===== config.mk =====
export PLATFORM = sky130hd
export DESIGN_NAME = mux5_sched
export DESIGN_NICKNAME = d
export VERILOG_FILES = /design/src/rtl/mux5_sched.sv
export SDC_FILE = /design/constraint.sdc
export NUM_CORES = 1
export LEC_CHECK = 0
export CAP_MARGIN = 40
export CORE_UTILIZATION = 60
export CTS_BUF_LIST = sky130_fd_sc_hd__clkbuf_8 sky130_fd_sc_hd__clkbuf_16
export CTS_CLUSTER_DIAMETER = 120
export CTS_CLUSTER_SIZE = 12
export DETAILED_ROUTE_END_ITERATION = 10
export HOLD_SLACK_MARGIN = 0.03
export PLACE_DENSITY = 0.91
export SETUP_SLACK_MARGIN = 0.1
export SYNTH_ARGS = -nofsm -noshare
export SYNTH_HDL_FRONTEND = slang
export SYNTH_SLANG_ARGS = --single-unit

===== constraint.sdc =====
create_clock -name i_clk -period 7.1 [get_ports i_clk]
set_input_delay 1.065 -clock i_clk [delete_from_list [all_inputs] [get_ports i_clk]]
set_output_delay 1.065 -clock i_clk [all_outputs]
set_load 0.01 [all_outputs]

===== src/rtl/mux5_sched.sv =====
// mux5_sched: round-robin scheduler sharing a 5-way mux among five requesters.
// Define MUX5_SCHED_FIXED_PRIO_EN for fixed priority (i_req[0] highest, no rr pointer).
module mux5_sched #(
   parameter int HOLD_CYCLES = 2,
   parameter int DATA_W      = 8
) (
   input  logic              i_clk,
   input  logic              i_reset,
   input  logic [4:0]        i_req,
   input  logic [DATA_W-1:0] i_mux_data,
   output logic [2:0]        o_cntr,
   output logic [4:0]        o_grant,
   output logic [DATA_W-1:0] o_data,
   output logic              o_valid,
   output logic              o_busy
);

   localparam logic [1:0] IDLE   = 2'd0;
   localparam logic [1:0] SELECT = 2'd1;
   localparam logic [1:0] DONE   = 2'd2;

   // Zero is treated as one; anything above the 4-bit range saturates.
   localparam logic [3:0] HOLD_INIT =
      (HOLD_CYCLES <= 1)  ? 4'd0  :
      (HOLD_CYCLES >= 15) ? 4'd14 :
      4'(HOLD_CYCLES - 1);

   logic [1:0] state;
   logic [3:0] hold_cnt;
   logic [2:0] ptr;
   logic [2:0] win;
   logic       win_vld;

   function automatic logic [2:0] wrap5(input logic [3:0] v);
      return (v >= 4'd5) ? 3'(v - 4'd5) : v[2:0];
   endfunction

   // Scan downward so the lowest offset from the pointer wins.
   always_comb begin
      win     = 3'd0;
      win_vld = 1'b0;
      for (int i = 4; i >= 0; i--) begin
         if (i_req[wrap5({1'b0, ptr} + 4'(i))]) begin
            win     = wrap5({1'b0, ptr} + 4'(i));
            win_vld = 1'b1;
         end
      end
   end

`ifdef MUX5_SCHED_FIXED_PRIO_EN
   assign ptr = 3'd0;
`else
   always_ff @(posedge i_clk or posedge i_reset) begin
      if (i_reset) begin
         ptr <= 3'd0;
      end else if (state == DONE) begin
         ptr <= (o_cntr == 3'd4) ? 3'd0 : o_cntr + 3'd1;
      end
   end
`endif

   always_ff @(posedge i_clk or posedge i_reset) begin
      if (i_reset) begin
         state    <= IDLE;
         hold_cnt <= 4'd0;
         o_cntr   <= 3'd0;
         o_grant  <= 5'd0;
         o_data   <= '0;
         o_valid  <= 1'b0;
      end else begin
         unique case (state)
            IDLE: begin
               if (win_vld) begin
                  o_cntr   <= win;
                  o_grant  <= 5'b00001 << win;
                  hold_cnt <= HOLD_INIT;
                  state    <= SELECT;
               end
            end
            SELECT: begin
               if (hold_cnt != 4'd0) begin
                  hold_cnt <= hold_cnt - 4'd1;
               end else begin
                  o_data  <= i_mux_data;
                  o_valid <= 1'b1;
                  state   <= DONE;
               end
            end
            DONE: begin
               o_valid <= 1'b0;
               o_grant <= 5'd0;
               state   <= IDLE;
            end
            default: begin
               state <= IDLE;
            end
         endcase
      end
   end

   assign o_busy = (state != IDLE);

endmodule

# [Yosys cells after proc, flatten, opt, wreduce, memory -nomap -nowiden]
# Cells that the tools add are included.
[word_totals] regBits=26 input_bits=15 output_inout_bits=18 wordCells=84
[op_classes] n_addsub=11 magnitude_cmp=10 n_eq_ne=6 n_shift=1 muxes=36 bitwise_logic=1 reduce_logical=12
[ops] operator="two-way mux 3 bit" count=11
[ops] operator="less-than comparator 3 x 4 -> 1 bit, second input constant" count=5
[ops] operator="greater-or-equal comparator 4 x 3 -> 1 bit, second input constant" count=4
[ops] operator="binary-select mux 1 bit (select 3 bit)" count=5
[ops] operator="subtractor 3 bit, second input constant" count=5
[ops] operator="two-way mux 1 bit" count=11
[ops] operator="case mux 5 bit (2 select lines)" count=1
[ops] operator="AND reduction 2 bit" count=5
[ops] operator="adder 3 x 2 -> 4 bit, second input constant" count=2
[ops] operator="two-way mux 4 bit" count=2
[ops] operator="case mux 4 bit (2 select lines)" count=1
[ops] operator="nonzero test 2 bit" count=4
[ops] operator="inequality test 2 bit, second input constant" count=3
[ops] operator="two-way mux 5 bit" count=1
[ops] operator="left shift 1 x 3 -> 5 bit, first input constant" count=1
[ops] operator="adder 3 x 1 -> 4 bit, second input constant" count=1
[ops] operator="adder 3 x 3 -> 4 bit, second input constant" count=1
[ops] operator="two-way mux 2 bit" count=2
[ops] operator="case mux 2 bit (2 select lines)" count=1
[ops] operator="nonzero test 4 bit" count=1
[ops] operator="subtractor 4 x 1 -> 4 bit, second input constant" count=1
[ops] operator="adder 3 x 1 -> 3 bit, second input constant" count=1
[ops] operator="== test 3 bit, second input constant" count=1
[ops] operator="greater-or-equal comparator 3 bit, second input constant" count=1
[ops] operator="6 further kinds" count=6

# [Longest topological paths before layout]
# Gate-level depths: netlist of the first run.
[logic_depth] word_depth=13 ltp_mapped=14 depth_no_buf=13

# [Worst setup path after synthesis of the first run]
# OpenSTA, ideal clock, no wires.
[synth_path] path_kind="reg-to-reg" start="register ptr[0]" end="register o_grant[1]" setup_ns=0.121 t_arrival_ns=3.112 required_ns=6.979 setup_slack_ns=3.867 path_stages_with_launch=14 path_buffers=2 path_cell_list="dfrtp_1 -> buf_6 -> inv_2 -> ha_1 -> ha_1 -> clkbuf_1 -> a21oi_4 -> mux2i_1 -> o31ai_2 -> o21ai_4 -> or4b_1 -> o2111a_1 -> o21a_1 -> a22o_1"
[synth_via] elab_chain_len=13 elab_cells_between_ends=44 classes_between="add/sub: 9; order compare: 5; eq/ne: 1; shift: 1; mux: 27; reduce/logical: 1"
[synth_lines] element="start, declared" line="30" source="logic [2:0] ptr;"
[synth_lines] element="start signal, assigned" line="57" source="ptr <= (o_cntr == 3'd4) ? 3'd0 : o_cntr + 3'd1;"
[synth_lines] element="adder 3 x 3 -> 4 bit" line="43, 44"
[synth_lines] element="greater-or-equal comparator 4 x 3 -> 1 bit or subtractor 3 bit (tied branches)" line="35" source="return (v >= 4'd5) ? 3'(v - 4'd5) : v[2:0];"
[synth_lines] element="two-way mux 3 bit" line="35"
[synth_lines] element="binary-select mux 1 bit (select 3 bit)" line="43" source="if (i_req[wrap5({1'b0, ptr} + 4'(i))]) begin"
[synth_lines] element="two-way mux 1 bit (not written as such)" line="43"
[synth_lines] element="two-way mux 3 bit (5 in series)" line="43"
[synth_lines] element="left shift 1 x 3 -> 5 bit" line="75" source="o_grant <= 5'b00001 << win;"
[synth_lines] element="two-way mux 5 bit" line="73" source="if (win_vld) begin"
[synth_lines] element="case mux 5 bit (2 select lines)" line="71" source="unique case (state)"
[synth_lines] element="end signal, assigned" line="75"
[synth_lines] element="end, declared" line="12" source="output logic [4:0] o_grant,"
# Parallel ways exist; a longest one is shown, timed or not. The select of a mux whose other input is x is not followed.
# A chain may end at the register's enable or synchronous reset.

# [Worst setup path in the final report of the first run]
[layout_path] start="register ptr[1]" end="register o_grant[0]"
# The elaborated chain is that of the path after synthesis.

==> metrics.csv, run 1 <==
metric,value,unit
leading register cell type out of synthesis,dfrtp_1,
adder and majority gate portion of the synthesized area,7.854,%
clk root buf,clkbuf_8,
final WL,5613,um
CP max FO,11,
pwr dens,527.3,mW/mm2
post-synthesis simple-gate area fraction,25.50,%
Synth area leaders,"dfrtp_1 28%, ha_1 7.0%, nand2_1 6.8%",
Post-Syn Area,0.002326,mm2
worst vdd ir,0.3051,mV
pin count of the biggest net entering global routing,36,
Initial Util,63.06,%
CP startpoint kind,flip-flop,
final worst path period share,52.30,%
"Data arrival, critical path",3.88,ns
PortBufs,32,
IO Pins,33,
fin nets,321,
FF-to-FF setup slack,3.39,ns
Syn Inst Count,262,
final total power,1.430,mW
share of post-route cells with drive strength above 1,11.00,%
RSZ-0062 raised after global routing,no,
number of diodes,0,
residual DRC count,0,
Via density,6.263,
Min-Delay Path Class,flip-flop to flip-flop,
status,completed,
post-synth top area share,27.97,%
f_max,269.3,MHz
syn_nets,291,
Ys Warns,0,
mux contribution to synthesized area,9.575,%
Unique masters post-synth,69,
register area share after synthesis,27.97,%
largest family of logic cells by synthesized area,simple AND/OR/NAND/NOR gates,
setup_tns,0,ns
Leak,1.169,nW
crit path kind,flip-flop to flip-flop,
Avg Inst Size Synth,8.878,um2
initial antenna violation count,0,
XOR/XNOR share of the synthesized area,1.883,%
CTS H-tree lvls,1,
Total GRT Usage,29.38,%
fill count,265,
Final setup viols,0,
"most common cell after layout, fill and taps aside",nand2_1,
die area,0.004129,mm2
Worst Hold Depth,2,
first-pass GRT wire length,9459,um
register area,650.6,um2
Final Skew,0.009415,ns
Core ar.,0.003689,mm2
Yosys top cell by area,dfrtp_1,
clock tree from TritonCTS,built,
fin cells,339,
clk slew on worst S/H paths,0.09,ns
worst hold slack,0.4845,ns
Worst-Skew Late Latency,0.27,ns
cells on worst reg2reg path,11,
Hold Buf Count CTS,0,
Compound-Gate Fraction of Synth Area,21.03,%
Slew @ Worst Pin,0.6001,ns
DR pass1 iterations,5,
post-route antenna net violation count,0,
1st-iter DRT viols,148,
Final HPWL DP,4161,um
"FFs w/ async S/R, synth",100.0,%
"flops & latches, synth",26,
via count,2123,
most frequent cells in the layout,"42 x nand2_1, 32 x clkdlybuf4s50_1, 26 x dfrtp_1",
Max-Cap Viols,0,
WL/cell,16.56,um
CP Data Required Time,7.27,ns
Num CTS Buffers,3,
PostCTS Resize Cnt,0,
Final Hold Viols,0,
clk buf depth,2,
RePlAce Congestion,0.9792,
"Slew Viols, Final",0,
relative slew slack,59.99,%
pre-CTS setup slack,3.437,ns
GR Overflow Total,0,
Worst setup EP type,flip-flop,
"Worst Setup Slack, final",3.387,ns
clk sink count,26,
placed cells,335,
vias in the first global route,2000,
min cycle time layout,3.713,ns
Area Growth Syn to Fin,16.57,%
number of synthesized flops with an enable pin,0,
Multi-input gate area,0.001531,mm2
Die X,64.26,um
Site Rows,22,
"Setup Fix Bufs, Post-CTS",0,
Die H,64.26,um
state kept, by name, summed over array words and instances, names as in the netlist:
register / count
ptr: 3
hold_cnt: 4
o_cntr: 3
o_data: 8
state: 2
o_valid: 1
o_grant: 5
final timing paths:
kind,start,endpoint
worst max-delay path,ptr[1],o_grant[0]
worst min-delay path,o_data[5],o_data[5]
worst max register to register,ptr[1],o_grant[0]
worst min register to register,o_data[5],o_data[5]
max in group asynchronous,i_reset,ptr[0]
min in group asynchronous,i_reset,hold_cnt[1]
kinds of logic (layout without fill, tap and decap cells):
family,count (synthesis),in the layout
mux,15,15
flops,26,26
xor+xnor,5,5
fa+ha+maj,14,14
simple gates,108,108
compound gates,66,66
buf+inv,28,57
area by class of cell:
cell class,instances,area share (%)
timing repair buffer,34,12.64
inverter,19,2.630
clock buffer,4,2.030
multi-input combinational,208,56.48
tap,48,2.215
sequential,26,24.00
worst max-delay path: stages (launching register included):
cell	delay (ns)
dfrtp_1	0.62
inv_1	0.25
ha_1	0.32
ha_1	0.44
a21oi_4	0.26
mux2i_1	0.27
o31ai_2	0.12
o21ai_4	0.27
or4b_1	0.48
o2111a_1	0.17
o21a_1	0.22
a22o_1	0.19
layer usage:
| metal | global-route usage [%] | vias up | routed length, um |
|---|---|---|---|
| met5 | 0 | - | 0 |
| met4 | 6.389 | 0 | 45 |
| met3 | 3.393 | 6 | 435 |
| met2 | 49.21 | 104 | 2739 |
| met1 | 40.71 | 1019 | 2394 |
| li1 | - | 994 | - |
through the flow:
step                      util, %  area [um2]
after floorplan                 -        2326
after global routing        73.51        2711
final                       73.51        2711
after detailed placement    72.01        2656
after CTS                   73.51        2711
after global placement      71.61        2641
cell usage after synthesis (all sizes together) (2+ instances only):
library cell and count:
mux2i 8, nand2 43, or4b 2, a211oi 2, ha 13, and3 2
nand2b 9, buf 7, nor3b 5, dfrtp 26, o21bai 2, o221ai 2
mux2 2, nand3 7, inv 18, or4 3, o31ai 2, nand4 3
a21oi 16, and2 2, o211ai 4, a21o 5, nor4 4, mux4 5
a22o 6, o22ai 2, xnor2 4, o21a 3, nor2b 3, nor3 4
o21ai 13, nor2 16, clkbuf 2
power by group:
group / internal [mW] / switching, mW
clock network: 0.0496 / 0.0461
registers: 0.214 / 0.0634
logic: 0.458 / 0.599
(Power assumes the default switching activity.)
==> inputs of run 2 (changes only) <==
- CORE_UTILIZATION: 60 -> 50
- PLACE_DENSITY: 0.91 -> 0.81
- clock period: 7.1 -> 3.2 ns (I/O delays scaled with it)
==> metrics.csv, run 2 (synthesis gave the netlist of run 1 again) <==
metric,value,unit,change
status,completed,,
"Data arrival, critical path",3.24,ns,-0.64 ns
Crit-path slowest cell,or4b_1,,
crit path kind,flip-flop to flip-flop,,
"Slew Viols, Final",0,,unchanged
fin nets,341,,+6.2%
pwr dens,1220,mW/mm2,+130%
most frequent cells in the layout,"42 x nand2_1, 32 x clkdlybuf4s50_1, 24 x dfrtp_1",,
post-route antenna net violation count,0,,unchanged
Die H,70.21,um,+9.3%
Final HPWL DP,4381,um,+5.3%
number of diodes,0,,unchanged
reg2reg start,ptr[0],,
DR pass1 iterations,4,,-1
Initial Util,52.69,%,-10 points
CTS H-tree lvls,1,,unchanged
CP startpoint kind,flip-flop,,
Core ar.,0.004414,mm2,+20%
f_max,326.4,MHz,+21%
clock tree from TritonCTS,built,,
Top reg by flops,o_data,,
PortBufs,32,,unchanged
clk root buf,clkbuf_8,,
pin count of the biggest net entering global routing,22,,-39%
cells on worst reg2reg path,11,,unchanged
"CP delay by family, top",compound AO/OA/AOI/OAI gates,,
Site Rows,24,,+9.1%
first-pass GRT wire length,9722,um,+2.8%
1st-iter DRT viols,148,,unchanged
worst hold slack,0.4549,ns,-0.02960 ns
Leak,1.278,nW,+9.3%
Final setup viols,0,,unchanged
Min-Delay Path Class,input pin to async pin,,
Slew @ Worst Pin,0.5152,ns,-0.08484 ns
Final Skew,0.009962,ns,+0.0005471 ns
GR Overflow Total,0,,unchanged
Worst setup EP type,flip-flop,,
fin area,0.003038,mm2,+12%
CP Data Required Time,3.37,ns,-3.90 ns
Largest register FFs,8,,unchanged
Max-Cap Viols,0,,unchanged
Die X,70.21,um,+9.3%
final worst path period share,95.73,%,+43 points
die area,0.004929,mm2,+19%
"Cell Area, Placed",0.002761,mm2,+4.0%
worst flop-to-flop path endpoint,o_grant[0],,
final WL,6123,um,+9.1%
vias in the first global route,2111,,+5.6%
worst stage delay on the critical path,0.45,ns,-0.17 ns
Hold Buf Count CTS,0,,unchanged
Num CTS Buffers,3,,unchanged
WL/cell,16.87,um,+1.9%
clk sink count,26,,unchanged
relative slew slack,65.37,%,+5.4 points
Area Growth Syn to Fin,30.61,%,
worst path bufs/invs,1,,unchanged
residual DRC count,0,,unchanged
RePlAce Congestion,1.117,,+14%
min cycle time layout,3.063,ns,-0.6498 ns
IO Pins,33,,unchanged
Via density,6.052,,-3.4%
worst path cell trace,buf_4 -> ha_2 -> nand2b_1 -> a21oi_4 -> mux2i_2 -> o31ai_4 -> o21ai_4 -> or4b_1 -> o2111a_1 -> o21a_1 -> a22o_1,,
Final Hold Viols,0,,unchanged
clk slew on worst S/H paths,0.09,ns,about the same
Worst-Skew Late Latency,0.28,ns,about the same
RSZ-0062 raised after global routing,yes,,
top flop regs,"o_data x8, o_grant x5, hold_cnt x4",,
fill count,333,,+26%
Total GRT Usage,24.71,%,-4.7 points
FF-to-FF setup slack,0.14,ns,-3.25 ns
via count,2197,,+3.5%
initial antenna violation count,0,,unchanged
CP max FO,14,,+3
clk buf depth,2,,unchanged
share of post-route cells with drive strength above 1,22.51,%,+12 points
"most common cell after layout, fill and taps aside",nand2_1,,
worst vdd ir,0.5795,mV,+90%
-- run 2: cell count changes in the layout (fill, tap and decap cells not counted), moves of 2 or more --
| cell | previous run | this run |
|---|---|---|
| dfrtp_2 | 0 | 2 |
| a21oi_2 | 0 | 2 |
| buf_4 | 1 | 20 |
| a21oi_1 | 15 | 13 |
| mux2i_1 | 7 | 5 |
| dfrtp_1 | 26 | 24 |
| ha_1 | 13 | 7 |
| ha_2 | 0 | 3 |
| ha_4 | 0 | 3 |
-- run 2: report_power, final --
group | leakage [nW] | internal (mW) | total (mW) | switching, mW
logic | 0.921 | 1.31 | 2.84 | 1.53
clock network | 0.0357 | 0.167 | 0.270 | 0.103
registers | 0.322 | 0.476 | 0.598 | 0.122
total | 1.28 | 1.95 | 3.71 | 1.75
-- run 2: through the flow --
step | utilization [%] | instances | power [mW] | worst slack [ns] | TNS [ns]
6_report | 68.82 | 363 | 3.706 | 0.1367 | 0
5_1_grt | 68.82 | 363 | 3.992 | -0.02989 | -0.05813
4_1_cts | 64.40 | 354 | 3.360 | 0.07405 | 0
3_5_place_dp | 62.56 | 350 | 3.061 | 0.05756 | 0
3_3_place_gp | 61.93 | 349 | 3.011 | 0.1041 | 0
2_1_floorplan | - | 262 | 2.373 | 0.1175 | 0
-- run 2: final cells by class --
type	instances	area, um2	share of cell area [%]
well taps	52	65.06	2.142
clock inverters	1	30.03	0.9885
clock buffers	3	41.29	1.359
multi-input cells	208	1664	54.78
repair buffers	54	509.2	16.76
flip-flops and latches	26	653.1	21.50
inverters	19	75.07	2.471
-- run 2: worst reg2reg max path, stage by stage (launching register included) --
cell and delay [ns]:
dfrtp_2 0.44, buf_4 0.24, ha_2 0.30, nand2b_1 0.18
a21oi_4 0.25, mux2i_2 0.29, o31ai_4 0.12, o21ai_4 0.14
or4b_1 0.45, o2111a_1 0.16, o21a_1 0.20, a22o_1 0.20
-- run 2: worst max path at each step --
stage	startpoint	to	slack, ns	cells after the start
5_1_grt	ptr[1]	o_grant[0]	-0.03	14
3_3_place_gp	ptr[1]	o_grant[1]	0.10	11
6_report	ptr[0]	o_grant[0]	0.14	11
3_5_place_dp	ptr[1]	o_grant[2]	0.06	11
4_1_cts	ptr[1]	o_grant[0]	0.07	11
2_1_floorplan	ptr[0]	o_grant[1]	0.12	13
-- run 2: repair_timing --
item,4_1_cts,5_1_grt
resized for setup,2,23
pin swaps,0,10
setup endpoints to repair,4,10
buffers inserted,0,9
-- run 2: layer usage --
layer / vias up / global-route usage (%) / share of wire [%]
met2: 108 / 39.00 / 47
met1: 1018 / 32.53 / 42
met4: 0 / 9.778 / 3.5
met5: - / 0 / 0
met3: 28 / 6.205 / 7.8
li1: 1043 / - / -
==> inputs of run 3 (changes only) <==
- GPL_ROUTABILITY_DRIVEN: not set -> 0
==> metrics.csv, run 3 (synthesis gave the netlist of run 1 again) <==
metric,value,unit,change
share of post-route cells with drive strength above 1,21.47,%,-1.0 points
Initial Util,52.69,%,unchanged
"Data arrival, critical path",3.35,ns,+0.11 ns
number of diodes,0,,unchanged
"most common cell after layout, fill and taps aside",nand2_1,,
pwr dens,1220,mW/mm2,about the same
Area Growth Syn to Fin,29.75,%,
cells on worst reg2reg path,12,,+1
residual DRC count,0,,unchanged
Largest register FFs,8,,unchanged
final worst path period share,98.01,%,+2.3 points
setup_tns,0,ns,unchanged
clk slew on worst S/H paths,0.09,ns,about the same
Via density,5.989,,-1.0%
CP startpoint kind,flip-flop,,
Final Skew,0.005700,ns,-0.004263 ns
via count,2180,,-0.77%
vias in the first global route,2065,,-2.2%
Worst-Skew Late Latency,0.27,ns,about the same
worst stage delay on the critical path,0.57,ns,+0.12 ns
PortBufs,32,,unchanged
pin count of the biggest net entering global routing,20,,-9.1%
worst vdd ir,0.6428,mV,+11%
clock tree from TritonCTS,built,,
Die H,70.21,um,unchanged
WL/cell,16.55,um,-1.9%
worst path bufs/invs,2,,+1
f_max,318.9,MHz,-2.3%
Max-Cap Viols,0,,unchanged
post-route antenna net violation count,0,,unchanged
most frequent cells in the layout,"42 x nand2_1, 32 x clkdlybuf4s50_1, 24 x dfrtp_1",,
status,completed,,
Final HPWL DP,4301,um,-1.8%
Worst setup EP type,flip-flop,,
first-pass GRT wire length,9584,um,-1.4%
final WL,6025,um,-1.6%
Min-Delay Path Class,input pin to async pin,,
min cycle time layout,3.136,ns,+0.07289 ns
Site Rows,24,,unchanged
clk sink count,26,,unchanged
IO Pins,33,,unchanged
worst hold slack,0.4768,ns,+0.02190 ns
clk root buf,clkbuf_8,,
fin nets,342,,+0.29%
die area,0.004929,mm2,unchanged
fill count,334,,+0.30%
GR Overflow Total,0,,unchanged
relative slew slack,64.61,%,-0.76 points
Num CTS Buffers,3,,unchanged
"Cell Area, Placed",0.002761,mm2,unchanged
Slew @ Worst Pin,0.5265,ns,+0.01123 ns
Top reg by flops,o_data,,
Final setup viols,0,,unchanged
Crit-path slowest cell,mux4_2,,
CP max FO,7,,-7
final total power,3.682,mW,-0.65%
FF-to-FF setup slack,0.06,ns,-0.07 ns
CTS H-tree lvls,1,,unchanged
crit path kind,flip-flop to flip-flop,,
Die X,70.21,um,unchanged
Hold Buf Count CTS,0,,unchanged
CP Data Required Time,3.41,ns,+0.04 ns
reg2reg start,ptr[1],,
"Slew Viols, Final",0,,unchanged
DR pass1 iterations,4,,unchanged
worst path cell trace,clkinvlp_4 -> ha_4 -> buf_6 -> a21o_1 -> mux4_2 -> mux2i_4 -> o32ai_4 -> nor3_4 -> nand4_4 -> nand2_4 -> nor4b_4 -> a22o_1,,
RSZ-0062 raised after global routing,yes,,
clk buf depth,2,,unchanged
Total GRT Usage,24.04,%,-0.68 points
"CP delay by family, top",multiplexers,,
Core ar.,0.004414,mm2,unchanged
register area,653.1,um2,unchanged
top flop regs,"o_data x8, o_grant x5, hold_cnt x4",,
Leak,1.288,nW,+0.77%
fin area,0.003018,mm2,-0.66%
Final Hold Viols,0,,unchanged
worst flop-to-flop path endpoint,o_grant[2],,
1st-iter DRT viols,209,,+41%
Multi-input gate area,0.001637,mm2,-1.7%
initial antenna violation count,0,,unchanged
run 3: repair_timing:
| action | 4_1_cts | 5_1_grt |
|---|---|---|
| endpoints found under the setup margin | 0 | 10 |
| setup buffers | 0 | 10 |
| resized for setup | 0 | 20 |
run 3: area by class of cell:
type	count	area share, %
Timing Repair Buffer	55	17.12
Multi-Input combinational cell	208	54.23
Clock inverter	1	0.9950
Inverter	19	2.488
Clock buffer	3	1.368
Tap cell	52	2.156
Sequential cell	26	21.64
run 3: metal layers:
layer	GRT usage, %	vias up	wire, um
met5	0	-	0
met4	7.111	0	185
met3	4.473	21	384
met2	39.53	96	2881
met1	32.25	1011	2573
li1	-	1052	-
run 3: report_power, final:
| part | internal [mW] | total, mW | switching [mW] |
|---|---|---|---|
| Sequential | 0.476 | 0.598 | 0.121 |
| Combinational | 1.30 | 2.82 | 1.52 |
| Clock | 0.167 | 0.267 | 0.100 |
run 3: worst register-to-register path: cells and delay by family (launching register included):
| family | cells | cell delay [ns] |
|---|---|---|
| buffers and inverters | 2 | 0.32 |
| AND/OR/NAND/NOR | 4 | 0.66 |
| AO/OA/AOI/OAI | 3 | 0.66 |
| multiplexers | 2 | 0.82 |
| adder cells (fa/ha/maj) | 1 | 0.22 |
| flip-flops | 1 | 0.40 |
run 3: per-stage QoR:
stage	std cells	utilization (%)	setup WS, ns
final	364	68.37	0.06379
after global placement	349	61.93	0.1048
after detailed placement	350	62.56	0.1247
after floorplan	262	-	0.1175
after global routing	364	68.37	-0.06668
after CTS	354	64.17	0.1171
run 3: worst max path at each step:
stage / to / from / depth (start not counted)
6_report: o_grant[2] / ptr[1] / 12
5_1_grt: o_grant[0] / ptr[1] / 12
4_1_cts: o_grant[0] / ptr[1] / 12
3_5_place_dp: o_grant[2] / ptr[1] / 12
3_3_place_gp: hold_cnt[0] / ptr[1] / 11
2_1_floorplan: o_grant[1] / ptr[0] / 13
